[config.mk]
export PLATFORM = sky130hd
export DESIGN_NAME = boron_sbox_layer
export DESIGN_NICKNAME = d
export VERILOG_FILES = /design/src/rtl/boron_sbox_layer.sv
export SDC_FILE = /design/constraint.sdc
export NUM_CORES = 1
export LEC_CHECK = 0
export ABC_AREA = 1
export CELL_PAD_IN_SITES_DETAIL_PLACEMENT = 1
export CELL_PAD_IN_SITES_GLOBAL_PLACEMENT = 1
export CORE_UTILIZATION = 35
export CTS_BUF_LIST = sky130_fd_sc_hd__clkbuf_16
export CTS_CLUSTER_DIAMETER = 80
export DETAILED_ROUTE_END_ITERATION = 8
export GPL_TIMING_DRIVEN = 0
export PLACE_DENSITY = 0.82
export SLEW_MARGIN = 10
export SYNTH_ARGS = -nofsm -noshare
export SYNTH_HDL_FRONTEND = slang
export SYNTH_SLANG_ARGS = --single-unit
[constraint.sdc]
create_clock -name clk -period 3.05 [get_ports clk]
set_input_delay 0.7625 -clock clk [delete_from_list [all_inputs] [get_ports clk]]
set_output_delay 0.7625 -clock clk [all_outputs]
set_load 0.05 [all_outputs]
[src/rtl/boron_sbox_layer.sv]
// Boron S-box layer: applies the 4-bit Boron S-box (forward for encrypt,
// inverse for decrypt) to every nibble of a BLOCK_W-bit state, LANES
// nibbles per clock, with valid/ready handshakes on both sides.
module boron_sbox_layer #(
  parameter int BLOCK_W = 64,
  parameter int LANES   = 4
) (
  input  logic               clk,
  input  logic               rst,
  input  logic               in_valid,
  output logic               in_ready,
  input  logic [BLOCK_W-1:0] in_data,
  input  logic               in_mode,
  output logic               out_valid,
  input  logic               out_ready,
  output logic [BLOCK_W-1:0] out_data,
  output logic               busy
);

  localparam int NBEATS = BLOCK_W / (4 * LANES);
  localparam int BEAT_W = (NBEATS > 1) ? $clog2(NBEATS) : 1;
  localparam logic [BEAT_W-1:0] LAST_BEAT = BEAT_W'(NBEATS - 1);

  typedef enum logic [1:0] {
    IDLE,
    BUSY,
    DONE
  } fsm_t;

  fsm_t               state;
  fsm_t               state_next;
  logic [BLOCK_W-1:0] block_q;
  logic [BLOCK_W-1:0] sub_block;
  logic [BEAT_W-1:0]  beat;
  logic               mode_q;
  logic               accept;

  function automatic logic [3:0] sbox_fwd(input logic [3:0] x);
    logic [3:0] y;
    case (x)
      4'h0: y = 4'hE;  4'h1: y = 4'h4;  4'h2: y = 4'hB;  4'h3: y = 4'h1;
      4'h4: y = 4'h7;  4'h5: y = 4'h9;  4'h6: y = 4'hC;  4'h7: y = 4'hA;
      4'h8: y = 4'hD;  4'h9: y = 4'h2;  4'hA: y = 4'h0;  4'hB: y = 4'hF;
      4'hC: y = 4'h8;  4'hD: y = 4'h5;  4'hE: y = 4'h3;  default: y = 4'h6;
    endcase
    return y;
  endfunction

  function automatic logic [3:0] sbox_inv(input logic [3:0] x);
    logic [3:0] y;
    case (x)
      4'h0: y = 4'hA;  4'h1: y = 4'h3;  4'h2: y = 4'h9;  4'h3: y = 4'hE;
      4'h4: y = 4'h1;  4'h5: y = 4'hD;  4'h6: y = 4'hF;  4'h7: y = 4'h4;
      4'h8: y = 4'hC;  4'h9: y = 4'h5;  4'hA: y = 4'h7;  4'hB: y = 4'h2;
      4'hC: y = 4'h6;  4'hD: y = 4'h8;  4'hE: y = 4'h0;  default: y = 4'hB;
    endcase
    return y;
  endfunction

  assign accept = (state == IDLE) && in_valid;

  // FSM state register.
  always_ff @(posedge clk) begin
    // NOTE: sequential state uses non-blocking assignments so every register
    // samples pre-edge values regardless of process ordering.
    if (rst) state <= IDLE;
    else     state <= state_next;
  end

  // Next-state and handshake outputs; no bypass from DONE straight to BUSY.
  always_comb begin
    // NOTE: every output gets a default before the case so no path leaves
    // a signal unassigned, which would otherwise infer a latch.
    state_next = state;
    in_ready   = 1'b0;
    out_valid  = 1'b0;
    busy       = 1'b0;
    case (state)
      IDLE: begin
        in_ready = 1'b1;
        if (in_valid) state_next = BUSY;
      end
      BUSY: begin
        busy = 1'b1;
        if (beat == LAST_BEAT) state_next = DONE;
      end
      DONE: begin
        out_valid = 1'b1;
        if (out_ready) state_next = IDLE;
      end
      default: state_next = IDLE;
    endcase
  end

  // Substitute only the LANES nibbles selected by the current beat.
  always_comb begin
    sub_block = block_q;
    for (int l = 0; l < LANES; l++) begin
      sub_block[(int'(beat) * LANES + l) * 4 +: 4] =
        mode_q ? sbox_inv(block_q[(int'(beat) * LANES + l) * 4 +: 4])
               : sbox_fwd(block_q[(int'(beat) * LANES + l) * 4 +: 4]);
    end
  end

  // State register, beat counter and per-block mode latch.
  always_ff @(posedge clk) begin
    if (rst) begin
      block_q <= '0;
      beat    <= '0;
      mode_q  <= 1'b0;
    end else if (accept) begin
      block_q <= in_data;
      mode_q  <= in_mode;
      beat    <= '0;
    end else if (state == BUSY) begin
      block_q <= sub_block;
      if (beat != LAST_BEAT) beat <= beat + 1'b1;
    end
  end

  assign out_data = block_q;

endmodule

Word-level counts from Yosys, hierarchy flattened
Memory sizes are Yosys's and may differ from the RTL's.
Index checks and enable logic that the tools add are counted.
{"block": "classes", "add_sub_neg": 8, "eq_ne": 7, "shifts": 12, "n_mux": 17, "reduce_logical": 6}
{"op": "$bwmux 64", "count": 4}
{"op": "$shift 4x33->64 const A", "count": 4}
{"op": "$shiftx 4x33->64", "count": 4}
{"op": "$shiftx 64x32->4", "count": 3}
{"op": "$mux 64", "count": 2}
{"op": "$neg 7->33", "count": 3}
{"op": "$shiftx 64x7->4", "count": 1}
{"op": "$neg 6->33", "count": 1}
{"op": "$mux 4", "count": 4}
{"op": "$add 4x2->5 const B", "count": 2}
{"op": "$ne 2x2->1 const B", "count": 4}
{"op": "$mux 2", "count": 3}
{"op": "$pmux 2 s3", "count": 1}
{"op": "$add 4x1->5 const B", "count": 1}
{"op": "$eq 2x2->1 const B", "count": 2}
{"op": "$mux 1", "count": 3}
{"op": "$reduce_and 3->1", "count": 1}
{"op": "$add 2x1->2 const B", "count": 1}
{"op": "$eq 2x1->1 const B", "count": 1}
{"op": "$logic_not 2->1", "count": 1}
{"op": "$reduce_and 2->1", "count": 1}
{"op": "$reduce_bool 2->1", "count": 1}
{"op": "$reduce_or 2->1", "count": 1}
{"op": "$logic_and 1x1->1", "count": 1}
{"block": "word_totals", "regBits": 69, "rom_bits": 512, "inputBits": 69, "out_inout_bits": 67, "elab_cells": 62, "mem_count": 8}
{"name": "(no name shown)", "words": 16, "width": 4, "rd": 1, "rd_clocked_by_memory_dff": 0, "write_ports": 0, "line": "51", "text": "case (x)"}
{"name": "(no name shown)", "words": 16, "width": 4, "rd": 1, "rd_clocked_by_memory_dff": 0, "write_ports": 0, "line": "40", "text": "case (x)"}
{"name": "(no name shown)", "words": 16, "width": 4, "rd": 1, "rd_clocked_by_memory_dff": 0, "write_ports": 0, "line": "51"}
{"name": "(no name shown)", "words": 16, "width": 4, "rd": 1, "rd_clocked_by_memory_dff": 0, "write_ports": 0, "line": "40"}
{"name": "(no name shown)", "words": 16, "width": 4, "rd": 1, "rd_clocked_by_memory_dff": 0, "write_ports": 0, "line": "51"}
{"name": "(no name shown)", "words": 16, "width": 4, "rd": 1, "rd_clocked_by_memory_dff": 0, "write_ports": 0, "line": "40"}
{"name": "+2 memories"}

Longest topological paths before layout
Gate-level depths: netlist (run 1).
An unclocked memory read counts as a cell.
{"block": "logic_depth", "depth_word": 10, "mapped_depth": 17, "ltp_nobuf": 14}

Worst setup path before layout (run 1)
Ideal clock, no wire load.
{"block": "synth_path", "kind": "reg2reg", "from": "register state[1]", "to": "register block_q[59] (netlist: out_data[59])", "setup_time_ps": 71, "t_arrival_ps": 2155, "required_time_ps": 2979, "path_slack_ps": 824, "path_stages_with_launch": 10, "n_path_buf": 2, "period_less_slack_ps": 2226, "path_cell_list": "dfxtp_1 > nor2_1 > nand2_1 > inv_2 > buf_2 > buf_2 > nand2_1 > nand2_1 > inv_1 > a21oi_1"}
{"block": "synth_between", "elab_chain_cells": 3, "elab_cells_between_ends": 5, "classes_between": "1 x eq/ne; 1 x mux; 3 x reduce/logical"}
{"item": "start, declared", "line": "30", "text": "fsm_t state;"}
{"item": "start signal, assigned", "line": "67", "text": "else state <= state_next;"}
{"item": "$logic_not 2->1", "line": "60", "text": "assign accept = (state == IDLE) && in_valid;"}
{"item": "$logic_and 1x1->1", "line": "60"}
{"item": "$mux 64 or $reduce_bool 2->1 (tied branches)"}
{"item": "end signal, assigned", "line": "112", "text": "block_q <= in_data;"}
{"item": "end signal, assigned", "line": "116", "text": "block_q <= sub_block;"}
{"item": "end, declared", "line": "32", "text": "logic [BLOCK_W-1:0] block_q;"}
Several ways; a longest one is shown, not always the timed one.
A chain may end at the register's enable or synchronous reset.

Final worst setup path (run 1)
{"block": "layout_path", "from": "register beat[0]", "to": "register block_q[32] (netlist: out_data[32])"}
{"block": "layout_between", "elab_chain_cells": 10, "elab_cells_between_ends": 37, "classes_between": "7 x add/sub; 12 x shift; 10 x mux; 8 x memory"}
{"item": "start, declared", "line": "34", "text": "logic [BEAT_W-1:0] beat;"}
{"item": "start signal, assigned", "line": "117", "text": "if (beat != LAST_BEAT) beat <= beat + 1'b1;"}
{"item": "$add 4x1->5 or $shiftx 64x7->4 (tied branches)", "line": "99, 100, 101"}
{"item": "$shiftx 64x32->4 (tied with other cells)", "line": "100, 101"}
{"item": "$mem_v2 16x4 (tied with other cells)"}
{"item": "$mux 4 or $shiftx 4x33->64 (tied branches)", "line": "100, 99"}
{"item": "$shiftx 4x33->64 or $bwmux 64 (tied branches)", "line": "99", "text": "sub_block[(int'(beat) * LANES + l) * 4 +: 4] ="}
{"item": "$bwmux 64 (2 in a row)", "line": "99"}
{"item": "$bwmux 64 (*)", "line": "99"}
{"item": "$mux 64 (*)", "line": "115", "text": "end else if (state == BUSY) begin"}
{"item": "$mux 64 (*)", "line": "111", "text": "end else if (accept) begin"}
Every way passes the cells marked *; elsewhere a longest branch is shown, timed or not. The select of a mux whose other input is x is not followed.

==> results.sh, run 1 <==
export IMPL_status="finished clean"
export IMPL_final_hold_violation_count=0
export IMPL_hp_class="flop to flop"
export IMPL_die_area_um2=16580
export IMPL_synth_area_leaders="dfxtp_1 25%, nand2_1 18%, nand3_1 13%"
export IMPL_cts_repair_resized=0
export IMPL_antenna_left=0
export IMPL_fin_crit_sh_pct=92.57
export IMPL_fillers=2105
export IMPL_synth_cell_area_um2=5624
export IMPL_cts_tree="yes"
export IMPL_postSynthCellCount=911
export IMPL_critical_path_cell_chain="buf_6, inv_4, buf_8, buf_6, buf_2, ha_1, inv_1, nor4_1, nand4_1, a31oi_1"
export IMPL_syn_avg_cell_area_um2=6.174
export IMPL_io_pins=136
export IMPL_critPathArrivalTime_ps=3100
export IMPL_max_freq_ghz=0.3542
export IMPL_wire_per_inst_um=20.95
export IMPL_maxCapViolCount=0
export IMPL_slew_limit_headroom_pct=41.80
export IMPL_crit_slowest_cell="nor4_1"
export IMPL_ff2ff_path_depth=10
export IMPL_fp_dieH_um=128.8
export IMPL_root_buffer="clkbuf_16"
export IMPL_synthTopCellsByCount="271 x nand2_1, 148 x nand3_1, 100 x inv_1, 69 x dfxtp_1, 60 x a21oi_1"
export IMPL_finalSetupViolCount=0
export IMPL_rsz0062_at_grt="false"
export IMPL_numPortBuffers=135
export IMPL_die_w_um=128.8
export IMPL_reg2reg_to="out_data[32]"
export IMPL_p_leak_nw=3.347
export IMPL_tightest_slew_ps=873.1
export IMPL_period_needed_ps=2823
export IMPL_cp_end_kind="flop"
export IMPL_vias=7134
export IMPL_endpoint="out_data[32]"
export IMPL_cts_buffer_depth=2
export IMPL_grt_remaining_overflow=0
export IMPL_fin_tns_setup_ps=0
export IMPL_synthFlopType="dfxtp_1"
export IMPL_synth_top_area_cell="dfxtp_1"
export IMPL_cts_sinks=69
export IMPL_synthMostInstantiatedCell="nand2_1"
export IMPL_grt_usage_pct=32.81
export IMPL_clk_latency_ps=360
export IMPL_fin_nets=1158
export IMPL_critical_path_max_stage_delay_ps=720
export IMPL_synth_nets=1012
export IMPL_ys_ff_latch=69
export IMPL_skew_ps=3.648
export IMPL_first_pass_iters=5
export IMPL_path_common_cell="buf_6"
export IMPL_synth_edf_count=0
export IMPL_first_iter_violations=636
export IMPL_n_antenna_cell=0
export IMPL_via_per_inst=5.604
export IMPL_grt_max_degree=13
export IMPL_cts_clk_slew_worst_paths_ps=60
export IMPL_finalMaxSlewViolations=0
export IMPL_worst_path_max_fanout=11
export IMPL_grt_pass1_vias=7055
export IMPL_cp_required_ps=3320
export IMPL_routed_wl_um=26670
export IMPL_h_tree_depth=3
export IMPL_initial_utilization_pct=36.46
export IMPL_synth_cell_types=33
export IMPL_coreArea_um2=15430
export IMPL_synth_top_area_share_pct=24.56
export IMPL_drive_gt1_share_pct=9.416
export IMPL_dpl_hpwl_um=19500
export IMPL_row_count=45
export IMPL_ys_async_sr_fraction_pct=0
export IMPL_ys_warn_count=0
export IMPL_antenna_found_initial=0
export IMPL_syn2layout_area_growth_pct=34.75
export IMPL_irDropWorstVdd_uv=300.1
export IMPL_criticalPathCategory="flop to flop"
export IMPL_rrSetupSlack_ps=230
export IMPL_powerDensity_nw_per_um2=519.7
export IMPL_fin_util_pct=49.12
export IMPL_numCtsBuffers=9
export IMPL_r2r_start="beat[0]"
export IMPL_postCtsSetupBuffers=0
export IMPL_drc=0
export IMPL_worstSetupStartpointType="flop"
export IMPL_crit_start="beat[0]"
export IMPL_grt_pass1_wl_um=40320
export IMPL_place_gp_congestion=0.9609
export IMPL_synth_seq_area_share_pct=24.56
export IMPL_postCtsHoldBufs=0
[state kept, by name, summed over array words and instances, names as in the netlist]
register,count
state,2
beat,2
out_data,64
mode_q,1
[critical path, delay by kind of cell, from the launching register on]
| kind | cells | cell delay, ps |
|---|---|---|
| adder cells (fa/ha/maj) | 1 | 420 |
| flip-flops | 1 | 380 |
| buffers and inverters | 6 | 850 |
| AO/OA/AOI/OAI | 1 | 180 |
| AND/OR/NAND/NOR | 2 | 900 |
[layout make-up]
type / instances / area, µm² / share of cell area (%)
buffer: 53 / 315.3 / 4.160
clock buffer: 9 / 225.2 / 2.972
clock inverter: 7 / 113.9 / 1.502
inverter: 111 / 421.7 / 5.564
multi-input combinational: 678 / 3506 / 46.26
sequential: 69 / 1381 / 18.23
tap: 211 / 264.0 / 3.484
timing repair buffer: 135 / 1351 / 17.83
[logic make-up after synthesis]
group / after synthesis / synth area share [%]
AO/OA/AOI/OAI: 113 / 11.50
buffers and inverters: 164 / 13.10
flip-flops: 69 / 24.56
AND/OR/NAND/NOR: 533 / 43.72
adder cells (fa/ha/maj): 32 / 7.119
[cell usage in the layout (no fill, tap or decap), drive strengths merged]
cell / count
nand3: 158
o21ai: 28
clkdlybuf4s50: 135
clkinvlp: 2
clkinv: 3
a211oi: 2
a31oi: 6
buf: 38
nand2: 294
nor2: 33
inv: 110
bufinv: 3
clkbuf: 24
or2: 1
ha: 32
nand3b: 1
nor4: 2
o211ai: 5
nand4: 44
dfxtp: 69
a21oi: 60
a22o: 12
[stage by stage]
step	setup slack (ps)	instances	total power [mW]	hold WS, ps	area, µm²
5_1_grt	157.8	1273	4.088	544.0	7579
3_3_place_gp	343.9	1257	2.638	495.9	7239
2_1_floorplan	824.2	911	2.105	612.4	5624
4_1_cts	298.6	1273	3.898	510.9	7579
3_5_place_dp	233.1	1257	2.667	503.7	7239
6_report	226.6	1273	3.938	508.7	7579
[routing by layer]
layer	global-route usage (%)	share of wire [%]	up-vias
met2	55.04	47	326
met3	5.239	7.5	59
met4	9.827	2.3	0
met1	43.16	43	3456
li1	-	-	3293
met5	0	0	-
[how the worst min path moves through the flow]
stage                     start      endpoint  slack, ps  cells past startpoint
floorplan              state[0]  out_data[48]        610                      4
global route        out_data[3]   out_data[3]        540                      2
detailed placement  out_data[3]   out_data[3]        500                      2
finish              out_data[3]   out_data[3]        510                      2
CTS                 out_data[3]   out_data[3]        510                      2
global placement    out_data[3]   out_data[3]        500                      2
[power breakdown]
group | leakage, nW | switching, mW | internal, mW
Clock | 0.159 | 0.461 | 0.795
Combinational | 2.62 | 1.11 | 0.531
Sequential | 0.567 | 0.0708 | 0.969
Total | 3.35 | 1.64 | 2.29
Power figures use the tool's default switching activity.
==> run 2: changes to the inputs <==
--- a/config.mk
+++ b/config.mk
@@ -14,6 +14,7 @@
 export DETAILED_ROUTE_END_ITERATION = 8
 export GPL_TIMING_DRIVEN = 0
 export PLACE_DENSITY = 0.82
+export REMOVE_ABC_BUFFERS = 1
 export SLEW_MARGIN = 10
 export SYNTH_ARGS = -nofsm -noshare
 export SYNTH_HDL_FRONTEND = slang
==> run 2 against run 1 <==
Against the previous run: first-iteration DRC count shrank 47%; via count shrank 8.2%; register-to-register slack lost 30 ps; sequential power is essentially flat; critical path type is now input port to flop; critical endpoint is now out_data[63]; highest routed layer unchanged.
==> results.sh, run 2 (synthesis gave the netlist of run 1 again) <==
export IMPL_die_w_um=128.8
export IMPL_powerDensity_nw_per_um2=509.6
export IMPL_coreArea_um2=15430
export IMPL_critical_path_cell_chain="clkdlybuf4s50_1, nand2_2, buf_12, inv_8, nor2_1, nand3_1, clkinvlp_4, nand4_1, a21oi_1"
export IMPL_dp_cells=1205
export IMPL_numCtsBuffers=9
export IMPL_irDropWorstVdd_uv=291.2
export IMPL_vias=6550
export IMPL_worst_path_max_fanout=68
export IMPL_grt_remaining_overflow=0
export IMPL_dpl_hpwl_um=14060
export IMPL_critical_path_max_stage_delay_ps=470
export IMPL_routed_wl_um=21680
export IMPL_finalSetupViolCount=0
export IMPL_crit_start="in_valid"
export IMPL_maxCapViolCount=0
export IMPL_final_cell_mix="270 x nand2_1, 148 x nand3_1, 134 x clkdlybuf4s50_1"
export IMPL_tightest_slew_ps=936.0
export IMPL_postCtsHoldBufs=0
export IMPL_die_area_um2=16580
export IMPL_instances_no_fill=1224
export IMPL_io_pins=136
export IMPL_antenna_left=0
export IMPL_multi_input_area_um2=3511
export IMPL_worstSetupStartpointType="input port"
export IMPL_final_hold_violation_count=0
export IMPL_cts_sinks=69
export IMPL_cts_buffer_depth=2
export IMPL_grt_max_degree=69
export IMPL_period_needed_ps=2882
export IMPL_drive_gt1_share_pct=7.213
export IMPL_final_common_cell="nand2_1"
export IMPL_slew_limit_headroom_pct=37.53
export IMPL_fin_tns_setup_ps=0
export IMPL_root_buffer="clkbuf_16"
export IMPL_criticalPathCategory="input port to flop"
export IMPL_max_freq_ghz=0.3470
export IMPL_seq_area_um2=1389
export IMPL_cp_required_ps=3240
export IMPL_rsz0062_at_grt="false"
export IMPL_rrSetupSlack_ps=200
export IMPL_finalMaxSlewViolations=0
export IMPL_antenna_found_initial=1
export IMPL_h_tree_depth=3
export IMPL_hold_start="out_data[3]"
export IMPL_crit_slowest_cell="clkdlybuf4s50_1"
export IMPL_fp_dieH_um=128.8
export IMPL_total_power_mw=3.738
export IMPL_ff2ff_path_depth=7
export IMPL_largest_reg_flops=64
export IMPL_wire_per_inst_um=17.71
export IMPL_clk_latency_ps=350
export IMPL_cp_end_kind="flop"
export IMPL_place_gp_congestion=0.9447
export IMPL_first_iter_violations=336
export IMPL_critPathArrivalTime_ps=3080
export IMPL_fin_crit_sh_pct=94.50
export IMPL_cts_clk_slew_worst_paths_ps=60
export IMPL_fillers=2093
export IMPL_drc=0
export IMPL_syn2layout_area_growth_pct=30.43
export IMPL_holdPathStages=2
export IMPL_fin_nets=1108
export IMPL_status="finished clean"
export IMPL_via_per_inst=5.351
export IMPL_first_pass_iters=4
export IMPL_grt_pass1_vias=6716
export IMPL_numPortBuffers=135
export IMPL_p_leak_nw=3.182
export IMPL_row_count=45
export IMPL_skew_ps=4.478
export IMPL_grt_pass1_wl_um=34710
export IMPL_initial_utilization_pct=36.46
export IMPL_r2r_start="beat[1]"
export IMPL_cts_tree="yes"
export IMPL_hp_class="flop to flop"
export IMPL_grt_usage_pct=26.84
[run 2: changes by cell type in the layout (fill, tap and decap cells not counted), moves of 4 or more]
cell and delta:
buf_2 -20, clkbuf_1 -15, buf_6 -6, buf_1 -5
buf_4 -4
[run 2: layer usage]
layer,up-vias,global-route usage (%),wire length (µm)
li1,3188,-,-
met1,3174,34.66,10030
met2,162,46.20,10510
met3,26,3.368,805
met4,0,8.789,339
met5,-,0,0
[run 2: what timing repair did]
action,4_1_cts,5_1_grt
buffers inserted,1,1
cloned,0,0
setup endpoints to repair,64,54
pin swaps,0,0
gates resized for setup,3,5
[run 2: path summary, 6_finish.rpt]
| kind | end |
|---|---|
| worst max-delay path | out_data[63] |
| worst min-delay path | out_data[3] |
| worst max register to register | out_data[31] |
| worst min register to register | out_data[3] |
[run 2: critical path: cells and delay by family]
family | cells | cell delay (ps)
AO/OA/AOI/OAI | 1 | 80
buffers and inverters | 4 | 1420
AND/OR/NAND/NOR | 4 | 780
[run 2: power breakdown]
part	total, mW	internal [mW]	switching [mW]
logic	1.50	0.501	1.00
clock network	1.18	0.755	0.429
registers	1.05	0.969	0.0807
total	3.74	2.22	1.51
[run 2: final cells by class]
class	count	share of cell area, %
multi-input combinational	678	47.86
timing repair buffer	138	19.21
sequential	69	18.93
inverter	111	5.936
tap	211	3.599
clock buffer	10	3.411
clock inverter	6	1.023
antenna	1	0.03411
[run 2: through the flow]
stage               worst slack (ps)  utilization, %  instance area [µm²]  hold slack (ps)
finish                         167.8           47.55                 7336            507.7
global route                   20.58           47.55                 7336            539.8
floorplan                     -554.7               -                 5309            610.4
global placement               -2218           44.88                 6924            496.8
detailed placement            -719.3           45.04                 6948            503.3
CTS                            21.53           47.32                 7300            511.1
==> variant 1 (settings of run 1) <==
Make the reset (`rst`) asynchronous in 2 clocked blocks.
--- a/src/rtl/boron_sbox_layer.sv
+++ b/src/rtl/boron_sbox_layer.sv
@@ -60,7 +60,7 @@
   assign accept = (state == IDLE) && in_valid;
 
   // FSM state register.
-  always_ff @(posedge clk) begin
+  always_ff @(posedge clk or posedge rst) begin
     // NOTE: sequential state uses non-blocking assignments so every register
     // samples pre-edge values regardless of process ordering.
     if (rst) state <= IDLE;
@@ -103,7 +103,7 @@
   end
 
   // State register, beat counter and per-block mode latch.
-  always_ff @(posedge clk) begin
+  always_ff @(posedge clk or posedge rst) begin
     if (rst) begin
       block_q <= '0;
       beat    <= '0;
Function: differs if rst is asserted again (counterexample within 4 cycles, from zero or initial values and one cycle with rst high); with rst held inactive, the same outputs for 4 cycles.
==> variant 1 against run 1 <==
Utilization decreased by 1.1 points; via count decreased by 8.6%; worst setup slack got worse by 0.17 ns; synthesized area up 1.9%; design area is 0.99% higher; critical path depth grew 2; sequential cell count is the same; routed wire length down 5.6%; clock skew rose by 0.0023 ns; critical path type unchanged; highest routed layer unchanged.
Power is not shown: default switching activity piles up to over one toggle a cycle in this logic, so the estimate is an artifact.
==> variant 1: results <==
set metrics [dict create \
    grt_use_total_pct 30.7 \
    num_vias 6517 \
    r2r_cells 12 \
    nets 1111 \
    grtUsageMet3_pct 5.37 \
    grt_pass1_wl_mm 38.1 \
    cp.arrival_ns 3.22 \
    synth_ff_type "dfrtp_1" \
    cts.clk_slew.worst_paths_ns 0.06 \
    dp_cells 1215 \
    min_to "out_data[8]" \
    reg2reg_setup_slack_ns 0.06 \
    synth_commonest_cells "nand2_1 (311), nand3_1 (171), inv_1 (78), dfrtp_1 (69), ha_1 (32)" \
    muxShareOfSynthArea_pct 0 \
    yosys.cell_types.count 30 \
    outcome "completed" \
    ys_seq_area_share_pct 30.1 \
    synth_nets 964 \
    synth_compound_area_share_pct 8.36 \
    timing.rr.start "beat[0]" \
    grt_pass1_vias 6631 \
    viasPerCell 5.29 \
    drtIter0Drc 477 \
    layout-drive-gt1-share_pct 9.26 \
    tightestPinTransition_ns 0.902 \
    hpwl_mm 18.9 \
    skew_ns 0.00594 \
    met2_usage_pct 51.0 \
    wl_mm 25.2 \
    synthAdderAreaFrac_pct 6.99 \
]
variant 1: logic make-up after synthesis:
logic type / count (synthesis)
compound gates: 66
fa+ha+maj: 32
buf+inv: 132
flops: 69
simple gates: 564
variant 1: critical path, cell delays in order, from the launching register on:
cell and delay (ns):
dfrtp_1 0.41, buf_6 0.20, inv_6 0.05, buf_8 0.14, buf_6 0.16, clkbuf_4 0.24
ha_1 0.26, inv_1 0.28, nor2_4 0.12, nand3_1 0.21, clkinv_1 0.43, nand4_1 0.27
nand3_1 0.08
variant 1: metal layers:
| metal | share of wire, % | routed length, um |
|---|---|---|
| met5 | 0 | 0 |
| met1 | 45 | 11400 |
| met4 | 2.1 | 537 |
| met3 | 6.5 | 1630 |
| met2 | 46 | 11600 |
variant 1: cell type report:
class	instances	area share [%]
tap	216	3.53
clock buffer	9	2.94
inverter	91	4.56
multi-input combinational	662	44.3
timing repair buffer	136	18.0
buffer	41	3.60
clock inverter	7	0.458
sequential	69	22.6
variant 1: worst max path at each step:
stage,from,depth (start not counted),slack [ns],endpoint
after global placement,rst,2,-0.85,out_data[42]
after CTS,beat[0],15,0.03,out_data[5]
after global routing,beat[0],15,-0.004,out_data[5]
after floorplan,rst,1,0.55,beat[0]
final,beat[0],12,0.06,out_data[8]
after detailed placement,beat[0],15,-0.35,out_data[5]
variant 1: stage by stage:
| step | hold WS (ns) | instance area [um2] | TNS, ns |
|---|---|---|---|
| 2_1_floorplan | 0.512 | 5730 | 0 |
| 3_3_place_gp | 0.518 | 7350 | -61.45 |
| 3_5_place_dp | 0.519 | 7380 | -4.23 |
| 4_1_cts | 0.533 | 7650 | 0 |
| 5_1_grt | 0.561 | 7650 | -0.00388 |
| 6_report | 0.531 | 7650 | 0 |
variant 1: repair_timing:
item                       4_1_cts  5_1_grt
buffers inserted                 0        0
pin swaps                        0        1
setup endpoints to repair       26       12
resized for setup                2        3
==> variant 2 (flow settings as in run 1) <==
Made on the original files. `BLOCK_W`: 64 -> 128.
--- a/src/rtl/boron_sbox_layer.sv
+++ b/src/rtl/boron_sbox_layer.sv
@@ -2,7 +2,7 @@
 // inverse for decrypt) to every nibble of a BLOCK_W-bit state, LANES
 // nibbles per clock, with valid/ready handshakes on both sides.
 module boron_sbox_layer #(
-  parameter int BLOCK_W = 64,
+  parameter int BLOCK_W = 128,
   parameter int LANES   = 4
 ) (
   input  logic               clk,
Interface: changed (resized in_data and out_data); port bits go from 136 to 264. The function was not compared with the original's and may differ.
==> variant 2 against run 1 <==
Design area is 83% higher; synthesized area grew 78%; largest cell class unchanged; utilization is 0.59 points higher; routed wire length grew 110%; critical path type unchanged; worst setup slack worse by 0.16 ns; sequential cell count increased by 65; combinational power up 85%; non-clock buffer count increased by 162; sequential power increased by 89%; power up 86%.
==> variant 2: results <==
set metrics [dict create \
    route.met2.wl_mm 24.4 \
    wl_per_cell_um 23.6 \
    met2_usage_pct 59.8 \
    ys_seq_area_share_pct 26.8 \
    synth_compound_area_share_pct 10.5 \
    grtUsageMet3_pct 6.15 \
    nFillCells 3818 \
    num_vias 13200 \
    met1_length_mm 24.2 \
    instances_no_fill 2367 \
    max_stage_delay_ns 0.47 \
    vdd_drop_max_mv 0.395 \
    port_buffers 262 \
    hpwl_mm 43.5 \
    crit_fanout 10 \
    dp_slack_ns -0.981 \
    startpoint "beat[2]" \
    synth.top_cells.by_area "dfxtp_1 (27%), nand2_1 (17%), nand3_1 (12%), inv_1 (8.3%), nor2_1 (7.7%)" \
    dp_cells 2332 \
    place_congestion 1.00 \
    cts_buffers 17 \
    grt_max_degree 17 \
    clock_latency_ns 0.45 \
    largest_register_ffs 128 \
    p_clk_share_pct 31.5 \
    met3WireLength_mm 5.00 \
    skew_ns 0.0156 \
    cp.arrival_ns 3.36 \
    grt_antenna_before_repair 1 \
    power_frac_comb_pct 41.5 \
    grt_use_total_pct 38.0 \
    synth_nets 1861 \
    layout-drive-gt1-share_pct 9.00 \
    crit_slowest_cell "dfxtp_1" \
    synthAdderAreaFrac_pct 4.50 \
    outcome "completed" \
    slew_headroom_pct 34.6 \
    nets 2145 \
    min_from "out_data[64]" \
    p_sw_share_pct 43.7 \
    drtIter0Drc 1445 \
    synth_commonest_cells "nand2_1 (456), nand3_1 (237), inv_1 (220), nor2_1 (206), dfxtp_1 (134)" \
    met1_usage_pct 50.9 \
    powerDensity_nw_per_um2 526 \
    yosys.cell_types.count 35 \
    r2r_cells 12 \
]
[variant 2: cell types whose count changed after synthesis, moves of 6 or more]
| cell | delta |
|---|---|
| nand2_1 | +185 |
| nor2_1 | +177 |
| inv_1 | +120 |
| nand3_1 | +89 |
| o21ai_0 | +86 |
| dfxtp_1 | +65 |
| clkbuf_1 | +19 |
| a21oi_1 | +17 |
| a22o_1 | -11 |
| nor2_4 | +9 |
| buf_2 | +8 |
| buf_6 | +8 |
| nand2_2 | +7 |
| nand4_1 | -6 |
[variant 2: worst paths after layout]
path | to | slack, ns
setup / recovery | out_data[108] | 0.07
hold / removal | out_data[64] | 0.52
setup reg to reg | out_data[108] | 0.07
hold reg to reg | out_data[64] | 0.52
[variant 2: repair_timing]
action | CTS | global route
cloned | 0 | 0
resized for setup | 18 | 38
setup buffers | 2 | 2
endpoints found under the setup margin | 93 | 96
pin swaps | 1 | 5
[variant 2: tightest hold or removal path: stages (launching register included)]
cell and delay, ns:
dfxtp_1 0.33, nand2_1 0.07, a31oi_1 0.07
[variant 2: cell families (layout without fill, tap and decap cells)]
family / count (synthesis) / count (layout)
buf+inv: 314 / 611
compound gates: 205 / 205
simple gates: 1003 / 1003
fa+ha+maj: 36 / 36
flops: 134 / 134
[variant 2: final cells by class]
cell class | count | area (um2) | area share, %
plain buffers | 84 | 538 | 3.87
clock buffers | 17 | 425 | 3.06
clock inverters | 15 | 190 | 1.37
inverters | 229 | 862 | 6.21
multi-input cells | 1244 | 6060 | 43.7
flip-flops and latches | 134 | 2680 | 19.3
well taps | 378 | 473 | 3.41
repair buffers | 266 | 2650 | 19.1
[variant 2: per-stage QoR]
step | util, % | instance area (um2)
floorplan | - | 10000
global placement | 46.9 | 13100
detailed placement | 46.9 | 13100
CTS | 49.3 | 13800
global route | 49.7 | 13900
finish | 49.7 | 13900
